==> src/rtl/pir_pkg.sv <==
// Shared types and constants for the PIR input conditioner and its consumers.
package pir_pkg;

  localparam int MAX_SENSORS  = 4;
  localparam int SENSOR_IDX_W = 2;
  localparam int DROP_CNT_W   = 8;

  typedef struct packed {
    logic [SENSOR_IDX_W-1:0] sensor;
  } pir_event_t;

  // Saturating add of up to MAX_SENSORS drops per cycle.
  function automatic logic [DROP_CNT_W-1:0] sat_add(input logic [DROP_CNT_W-1:0] a,
                                                    input logic [2:0]            b);
    logic [DROP_CNT_W:0] s;
    s = {1'b0, a} + {{(DROP_CNT_W-2){1'b0}}, b};
    return s[DROP_CNT_W] ? {DROP_CNT_W{1'b1}} : s[DROP_CNT_W-1:0];
  endfunction

endpackage

==> src/rtl/pir_input_conditioner_if.sv <==
// Motion-event handshake between the input conditioner (master) and the alarm controller (slave).
interface pir_input_conditioner_if;
  import pir_pkg::*;

  logic                    evt_valid;
  logic                    evt_ready;
  logic [SENSOR_IDX_W-1:0] evt_sensor;

  modport master (output evt_valid, output evt_sensor, input evt_ready);
  modport slave  (input evt_valid, input evt_sensor, output evt_ready);
endinterface

==> src/rtl/pir_debounce.sv <==
// Per-channel 2-flop synchroniser, debounce counter and rising-edge pulse of the debounced level.
module pir_debounce #(
  parameter int DEBOUNCE_CYCLES = 16
) (
  input  logic clk,
  input  logic reset,
  input  logic raw_in,
  output logic level,
  output logic rise
);

  localparam int CNT_W = (DEBOUNCE_CYCLES > 1) ? $clog2(DEBOUNCE_CYCLES) : 1;
  localparam logic [CNT_W-1:0] CNT_LAST = CNT_W'(DEBOUNCE_CYCLES - 1);

  logic [1:0]       sync_q;
  logic [CNT_W-1:0] cnt;

  // NOTE: sequential state uses <= so every flop samples its pre-edge inputs.
  always_ff @(posedge clk) begin
    if (reset) begin
      sync_q <= '0;
      cnt    <= '0;
      level  <= 1'b0;
      rise   <= 1'b0;
    end else begin
      sync_q <= {sync_q[0], raw_in};
      rise   <= 1'b0;
      if (sync_q[1] == level) begin
        cnt <= '0;
      end else if (cnt == CNT_LAST) begin
        // Input has differed for DEBOUNCE_CYCLES samples in a row: accept it.
        level <= ~level;
        rise  <= ~level;
        cnt   <= '0;
      end else begin
        cnt <= cnt + CNT_W'(1);
      end
    end
  end

endmodule

==> src/rtl/pir_input_conditioner.sv <==
// PIR front end: debounce, arm/lockout qualification and a FWFT event FIFO.
// Optional arm warm-up blanking is compiled in with `define PIR_WARMUP_EN.
module pir_input_conditioner
  import pir_pkg::*;
#(
  parameter int NUM_SENSORS     = 3,
  parameter int DEBOUNCE_CYCLES = 16,
  parameter int LOCKOUT_CYCLES  = 1024,
  parameter int FIFO_DEPTH      = 4,
  parameter int WARMUP_CYCLES   = 4096
) (
  input  logic                     clk,
  input  logic                     reset,
  input  logic                     turn,
  input  logic [NUM_SENSORS-1:0]   raw_pir,
  pir_input_conditioner_if.master  evt_if,
  output logic [NUM_SENSORS-1:0]   sensor_level,
  output logic                     armed,
  output logic [DROP_CNT_W-1:0]    drop_count
);

  localparam int AW     = $clog2(FIFO_DEPTH);
  localparam int LOCK_W = $clog2(LOCKOUT_CYCLES + 1);
  localparam logic [LOCK_W-1:0] LOCK_LOAD = LOCK_W'(LOCKOUT_CYCLES);

  logic [NUM_SENSORS-1:0]  rise, pending, qual, push_mask, drop_mask, lock_busy;
  logic [LOCK_W-1:0]       lockout [NUM_SENSORS];
  pir_event_t              fifo_mem [FIFO_DEPTH];
  logic [AW:0]             wr_ptr, rd_ptr;
  logic                    empty, full, push, pop, found;
  logic [SENSOR_IDX_W-1:0] push_idx;
  logic [2:0]              drop_n;

  for (genvar i = 0; i < NUM_SENSORS; i++) begin : g_chan
    pir_debounce #(.DEBOUNCE_CYCLES(DEBOUNCE_CYCLES)) u_debounce (
      .clk    (clk),
      .reset  (reset),
      .raw_in (raw_pir[i]),
      .level  (sensor_level[i]),
      .rise   (rise[i])
    );
    assign lock_busy[i] = (lockout[i] != '0);
  end

  assign empty             = (wr_ptr == rd_ptr);
  assign full              = (wr_ptr[AW] != rd_ptr[AW]) && (wr_ptr[AW-1:0] == rd_ptr[AW-1:0]);
  assign evt_if.evt_valid  = !empty;
  assign evt_if.evt_sensor = empty ? '0 : fifo_mem[rd_ptr[AW-1:0]].sensor;
  assign pop               = evt_if.evt_valid && evt_if.evt_ready;

  // NOTE: every comb output gets a default first so no latch is inferred.
  always_comb begin
    push_idx  = '0;
    found     = 1'b0;
    push_mask = '0;
    qual      = '0;
    drop_mask = '0;
    drop_n    = '0;
    // Descending scan leaves the lowest pending index selected.
    for (int i = NUM_SENSORS - 1; i >= 0; i--) begin
      if (pending[i]) begin
        push_idx = SENSOR_IDX_W'(i);
        found    = 1'b1;
      end
    end
    push = armed && found && (!full || pop);
    for (int i = 0; i < NUM_SENSORS; i++) begin
      push_mask[i] = push && (push_idx == SENSOR_IDX_W'(i));
      qual[i]      = rise[i] && armed && !lock_busy[i];
      drop_mask[i] = qual[i] && pending[i] && !push_mask[i];
      drop_n       = drop_n + {2'b00, drop_mask[i]};
    end
  end

  // Disarming flushes queued and pending events as well as lockouts.
  always_ff @(posedge clk) begin
    if (reset || !armed) begin
      wr_ptr  <= '0;
      rd_ptr  <= '0;
      pending <= '0;
      for (int i = 0; i < NUM_SENSORS; i++) lockout[i] <= '0;
    end else begin
      if (push) wr_ptr <= wr_ptr + 1'b1;
      if (pop)  rd_ptr <= rd_ptr + 1'b1;
      pending <= (pending & ~push_mask) | qual;
      for (int i = 0; i < NUM_SENSORS; i++) begin
        if (qual[i])           lockout[i] <= LOCK_LOAD;
        else if (lock_busy[i]) lockout[i] <= lockout[i] - LOCK_W'(1);
      end
    end
  end

  // NOTE: FIFO storage is not reset; the pointers alone decide what is valid.
  always_ff @(posedge clk) begin
    if (push) fifo_mem[wr_ptr[AW-1:0]] <= '{sensor: push_idx};
  end

  always_ff @(posedge clk) begin
    if (reset) drop_count <= '0;
    else       drop_count <= sat_add(drop_count, drop_n);
  end

`ifdef PIR_WARMUP_EN
  localparam int WARM_W = $clog2(WARMUP_CYCLES + 1);
  logic [WARM_W-1:0] warm_cnt;
  logic              warming;

  // Arming waits out WARMUP_CYCLES after turn rises; turn low aborts it.
  always_ff @(posedge clk) begin
    if (reset || !turn) begin
      armed    <= 1'b0;
      warming  <= 1'b0;
      warm_cnt <= '0;
    end else if (!armed) begin
      if (!warming) begin
        warming  <= 1'b1;
        warm_cnt <= WARM_W'(WARMUP_CYCLES - 1);
      end else if (warm_cnt == '0) begin
        armed   <= 1'b1;
        warming <= 1'b0;
      end else begin
        warm_cnt <= warm_cnt - WARM_W'(1);
      end
    end
  end
`else
  always_ff @(posedge clk) begin
    if (reset) armed <= 1'b0;
    else       armed <= turn;
  end
`endif

endmodule

==> src/flat_wrapper.sv <==
// flat-port wrapper written by rule: the top's interface ports become plain ports
module pir_input_conditioner_flat import pir_pkg::*;
#(
  parameter int NUM_SENSORS     = 3,
  parameter int DEBOUNCE_CYCLES = 16,
  parameter int LOCKOUT_CYCLES  = 1024,
  parameter int FIFO_DEPTH      = 4,
  parameter int WARMUP_CYCLES   = 4096
)
  (clk, reset, turn, raw_pir, sensor_level, armed, drop_count, evt_if_evt_valid, evt_if_evt_sensor, evt_if_evt_ready);
  pir_input_conditioner_if evt_if_i ();
  input  logic clk;
  input  logic reset;
  input  logic turn;
  input  logic [NUM_SENSORS-1:0] raw_pir;
  output logic [NUM_SENSORS-1:0] sensor_level;
  output logic armed;
  output logic [DROP_CNT_W-1:0] drop_count;
  output wire logic [$bits(evt_if_i.evt_valid)-1:0] evt_if_evt_valid;
  output wire logic [$bits(evt_if_i.evt_sensor)-1:0] evt_if_evt_sensor;
  input wire logic [$bits(evt_if_i.evt_ready)-1:0] evt_if_evt_ready;
  assign evt_if_evt_valid = evt_if_i.evt_valid;
  assign evt_if_evt_sensor = evt_if_i.evt_sensor;
  assign evt_if_i.evt_ready = evt_if_evt_ready;
  pir_input_conditioner #(.NUM_SENSORS(NUM_SENSORS), .DEBOUNCE_CYCLES(DEBOUNCE_CYCLES), .LOCKOUT_CYCLES(LOCKOUT_CYCLES), .FIFO_DEPTH(FIFO_DEPTH), .WARMUP_CYCLES(WARMUP_CYCLES)) u_core (.clk(clk), .reset(reset), .turn(turn), .raw_pir(raw_pir), .evt_if(evt_if_i), .sensor_level(sensor_level), .armed(armed), .drop_count(drop_count));
endmodule
==> config.mk <==
export PLATFORM = sky130hd
export DESIGN_NAME = pir_input_conditioner_flat
export DESIGN_NICKNAME = d
export VERILOG_FILES = /design/src/rtl/pir_pkg.sv /design/src/rtl/pir_input_conditioner_if.sv /design/src/rtl/pir_debounce.sv /design/src/rtl/pir_input_conditioner.sv /design/src/flat_wrapper.sv
export SDC_FILE = /design/constraint.sdc
export NUM_CORES = 1
export LEC_CHECK = 0
export BUFFER_PORTS_ARGS = -buffer_cell sky130_fd_sc_hd__buf_2
export CAP_MARGIN = 40
export CORE_MARGIN = 8
export CORE_UTILIZATION = 35
export CTS_BUF_LIST = sky130_fd_sc_hd__clkbuf_8
export DETAILED_ROUTE_END_ITERATION = 8
export PLACE_DENSITY = 0.55
export SYNTH_ARGS = -nofsm -noshare
export SYNTH_HDL_FRONTEND = slang
export SYNTH_SLANG_ARGS = --single-unit
==> constraint.sdc <==
create_clock -name clk -period 5.26 [get_ports clk]
set_input_delay 0.526 -clock clk [delete_from_list [all_inputs] [get_ports clk]]
set_output_delay 0.526 -clock clk [all_outputs]
set_load 0.02 [all_outputs]
; Word-level counts from Yosys, hierarchy flattened
; Memory sizes are Yosys's and may differ from the RTL's. A register that Yosys moved wholly into a read port is not among the register bits.
; Cells that the tools add are included.
[word_totals]
reg_bits = 42
ramBits = 41
in_bits = 7
output_inout_bits = 15
elab_cells = 143
memories = 2
[memory_table]
columns = name, words, word_bits, read_ports, rd_clocked_by_memory_dff, wr, line_no
row1 = u_core.lockout, 3, 11, 3, 0, 3, pir_input_conditioner.sv:27  ; logic [LOCK_W-1:0] lockout [NUM_SENSORS];
row2 = u_core.fifo_mem, 4, 2, 1, 1, 1, pir_input_conditioner.sv:28  ; pir_event_t fifo_mem [FIFO_DEPTH];
[op_classes]
addsub = 11
n_eq_ne = 11
muxes = 41
n_bitwise = 18
n_reduce_logical = 43
[ops]
columns = operator, n
row1 = 11-bit two-way mux, 6
row2 = 11-bit nonzero test, 3
row3 = 11-bit by 1-bit subtractor with 11-bit output (second input constant), 3
row4 = 1-bit two-way mux, 28
row5 = 1-bit logical AND, 19
row6 = 3-bit OR reduction, 6
row7 = 4-bit by 1-bit adder with 4-bit output (second input constant), 3
row8 = 4-bit == test (second input constant), 3
row9 = 2-bit two-way mux, 6
row10 = 8-bit by 3-bit adder with 9-bit output, 1
row11 = 1-bit zero test, 9
row12 = 1-bit NOT, 9
row13 = 8-bit two-way mux, 1
row14 = 3-bit by 1-bit adder with 3-bit output (second input constant), 2
row15 = 1-bit OR, 6
row16 = 2-bit AND reduction, 3
row17 = 3-bit by 1-bit adder with 3-bit output, 1
row18 = 3-bit AND, 1
row19 = 1-bit == test, 3
row20 = 3-bit == test, 1
row21 = 3-bit NOT, 1
row22 = 3-bit OR, 1
row23 = 1-bit by 1-bit adder with 2-bit output, 1
row24 = 2-bit by 1-bit == test with 1-bit output (second input constant), 1
row25 = other kinds (5), 6

; Longest topological paths before layout
[depth]
depth_word = 12
ltp_mapped = 14
mapped_depth_nobuf = 14

; By module
; A second synthesis with hierarchy kept.
[hier_totals]
hier_cells = 372
hier_area_um2 = 4043.9
[modules_own_cells]
columns = module, n_inst, cells_each, area_per_inst_um2, seq_area_each_um2
row1 = pir_input_conditioner, 1, 297, 3199.3, 1631.6
row2 = pir_debounce, 3, 25, 281.5, 160.2

; Worst setup path before layout
; No wires, ideal clock.
[synth_path]
path_kind = reg2reg
start = memory u_core.lockout[1][5] (netlist bit)
end = register u_core.drop_count[0]
setup_time_ns = 0.132
arrival_time_ns = 3.394
required_ns = 5.128
path_slack_ns = 1.734
path_stages_with_launch = 12
path_buffers = 0
synth_period_minus_slack_ns = 3.526
path_cell_list = edfxtp_1 > nor4_1 > nand4b_1 > or2_2 > nor3b_1 > fa_1 > ha_1 > fa_1 > a21oi_1 > nor2_1 > nand2_1 > a21oi_1
[synth_rtl]
columns = element, line_no
row1 = "start, declared", pir_input_conditioner.sv:27
row2 = "end signal, assigned", pir_input_conditioner.sv:100  ; else drop_count <= sat_add(drop_count, drop_n);
row3 = "end, declared", pir_input_conditioner.sv:19  ; output logic [DROP_CNT_W-1:0] drop_count

==> out/results.ini <==
[synthesis]
synth.avg_cell_area_sq_um=10.5
synth_compound_area_frac=0.0582
synth_edf_count=41
syn_nets=413
yosys.area_share.simple=0.215
async_flop_share=0
ys_warn_count=0
synth_top_family_by_area=simple AND/OR/NAND/NOR gates
synthAdderAreaFrac=0.0718
synth_top_area_share=0.305
syn_inst=384
ys_seq_area_frac=0.523
ys_types=46
muxShareOfSynthArea=0.0186
yosysTopAreaCell=edfxtp_1
synth_area_leaders=edfxtp_1 30%, dfxtp_1 22%, ha_1 6.2%, nor2_1 5.9%, xor2_1 5.0%
syn-cell-area_sq_um=4040
synth-seq-cells=85
synth_xor_area_frac=0.0910
synth_ff_type=dfxtp_1

[placement]
port_buffers=21
place_ws_ps=1280
dp.cells=539
gp_congestion=0.706
place_hpwl_um=5120

[clocking]
root_buffer=clkbuf_8
cts-hold-fix-buffers=0
cts-root-to-sink-buffers=2
numClockSinks=85
clk_pin_slew_worst_paths_ps=80
htreeDepth=3
ctsResizeCount=0
numCtsBuffers=9
cts_setup_buffers=0
cts_tree=done
clock_latency_ps=360

[grt]
grt_max_degree=30
grt_util_met3=0.0279
grt_pass1_vias=2619
antenna_found_initial=0
busiest_layer=met2
grt_pass1_wl_um=12100
grtUsageMet2=0.157
use_met1=0.124
grt_use_total=0.102
grt.overflow.total=0

[timing]
max_freq_mhz=244
worstMarginPinSlew_ps=829
post-route-min-period_ps=4110
holdWs_ps=370
hold_viol=0
finalMaxSlewViolations=0
rsz0062_at_grt=false
fin_crit_sh=0.781
finalClockSkew_ps=10.6
finalWorstSetupSlack_ps=1150
setup_violations=0
max_slew_margin=0.440
tns_ps=0

[run]
cap_violations=0

[pwr]
p_per_area_nw_per_um2=508
leakagePower_uw=0.00185
peakVddDrop_mv=0.183

[route]
via_per_inst=4.85
drc=0
post_drt_wl_per_cell_um=12.9
ant_nets=0
num_vias=2691
drt_pass1_iterations=4
routed_wl_um=7140
drt-initial-drc-count=80

[worst_setup_path]
cp.required_ps=5480
r2r_slack_ps=1150
setup.worst_path.class=reg -> reg
r2r-end=u_core.drop_count[0]$_SDFF_PP0_
r2r_cells=11
worst-path-max-fanout=5
worstPathArrival_ps=4330
endpoint_kind=register
rr_startpoint=u_core.lockout[1][5]$_SDFFCE_PN0P_
startpoint_type=register

[run_status]
status=complete, no violations

[layout]
syn_to_final_growth_pct=11.3
drive_gt1_frac=0.107
layout_common_cells=63 x nor2_1, 44 x dfxtp_1, 41 x edfxtp_1
nets=436
final_common_cell=nor2_1
fill_cells=1130
stdcell_count=555
n_antenna_cell=0

[floorplanning]
start_util=0.357
core_area_sq_um=11300
io_pins=22
dieWidth_um=123
die-height_um=123
rows=39
die_area_sq_um=15200

[worst_hold_path]
hp-start=raw_pir[1]
worstHoldPathCells=2
min_path_type=in -> reg
whs_endpoint=u_core.g_chan[1].u_debounce.sync_q[0]$_SDFF_PP0_

## cell families (layout without fill, tap and decap cells)
logic type                 after synthesis  after routing
buffers and inverters                   21             49
AOI/OAI and AO/OA                       35             35
xor gates and xnor gates                42             42
DFF                                     85             85
and+or+nand+nor                        174            174
muxes                                    5              5
adders and majority gates               22             22
## state kept, by name, indices dropped and copies added, names as in the netlist, named ones only
signal                           count
u_core.g_chan.u_debounce.cnt        12
u_core.armed                         1
u_core.rd_ptr                        3
u_core.g_chan.u_debounce.sync_q      6
u_core.fifo_mem                      8
u_core.pending                       3
u_core.lockout                      33
u_core.wr_ptr                        3
u_core.drop_count                    8
u_core.g_chan.u_debounce.rise        3
u_core.g_chan.u_debounce.level       3
## metrics by stage
stage / power (uW) / util / instance area [sq um]
after detailed placement: 1790 / 0.378 / 4280
after floorplan: 1630 / - / 4040
after global routing: 2450 / 0.397 / 4500
after CTS: 2310 / 0.397 / 4500
final: 2280 / 0.397 / 4500
after global placement: 1780 / 0.378 / 4280
## synth_stat cells, types with 2 or more instances
master,n
and2_1,3
nand3b_1,2
edfxtp_1,41
or2_2,2
dfxtp_1,44
a31oi_1,2
nor3_1,17
or4_4,2
ha_1,20
nand4_1,2
buf_1,2
nor3b_1,3
nor4_1,6
o21bai_1,2
nand3_1,18
buf_4,3
nand4b_1,2
nand2b_1,2
or3_1,3
a211oi_1,2
nor2_1,63
a21oi_1,12
o21ai_0,3
clkbuf_1,4
o31ai_1,5
inv_1,12
nand2_1,23
fa_1,2
mux2i_1,3
mux4_2,2
a21o_1,2
nor2b_1,15
xor2_1,23
nor4b_1,4
xnor2_1,19
and3_1,4
## cell type report
| cell class | count | area [sq um] | share of cell area |
|---|---|---|---|
| Clock buffer | 10 | 138 | 0.0306 |
| Clock inverter | 6 | 80.1 | 0.0178 |
| Inverter | 12 | 45.0 | 0.0100 |
| Multi-Input combinational cell | 278 | 1840 | 0.409 |
| Sequential cell | 85 | 2110 | 0.470 |
| Tap cell | 143 | 179 | 0.0398 |
| Timing Repair Buffer | 21 | 105 | 0.0234 |
## power by group
| part | internal (uW) | switching [uW] | total [uW] |
|---|---|---|---|
| combinational | 371 | 481 | 853 |
| clock | 276 | 227 | 503 |
| sequential | 831 | 97.5 | 928 |
| total | 1480 | 806 | 2280 |
## worst max-delay path, stage by stage, from the launching register on
cell and delay, ps:
edfxtp_1 450, nor4_1 670, nand4b_1 280, or2_2 370, nor3b_1 350, fa_1 490, ha_1 220, fa_1 400
a21oi_1 360, nor2_1 110, nand2_1 170, a21oi_1 90
## per-layer routing
layer,vias up,share of wire,routed length (um)
li1,1392,-,-
met3,11,0.039,278
met2,37,0.44,3150
met5,-,0,0
met4,0,0.026,183
met1,1251,0.49,3530
## worst max path at each step
stage | from | end | slack, ps | cells past startpoint
global route | u_core.lockout[1][5]$_SDFFCE_PN0P_ | u_core.drop_count[0]$_SDFF_PP0_ | 860 | 11
CTS | u_core.lockout[1][5]$_SDFFCE_PN0P_ | u_core.drop_count[0]$_SDFF_PP0_ | 1160 | 11
finish | u_core.lockout[1][5]$_SDFFCE_PN0P_ | u_core.drop_count[0]$_SDFF_PP0_ | 1150 | 11
global placement | u_core.lockout[1][5]$_SDFFCE_PN0P_ | u_core.drop_count[0]$_SDFF_PP0_ | 1400 | 11
floorplan | u_core.lockout[1][5]$_SDFFCE_PN0P_ | u_core.drop_count[0]$_SDFF_PP0_ | 1730 | 11
detailed placement | u_core.lockout[1][5]$_SDFFCE_PN0P_ | u_core.drop_count[0]$_SDFF_PP0_ | 1280 | 11
Power figures use the tool's default switching activity.
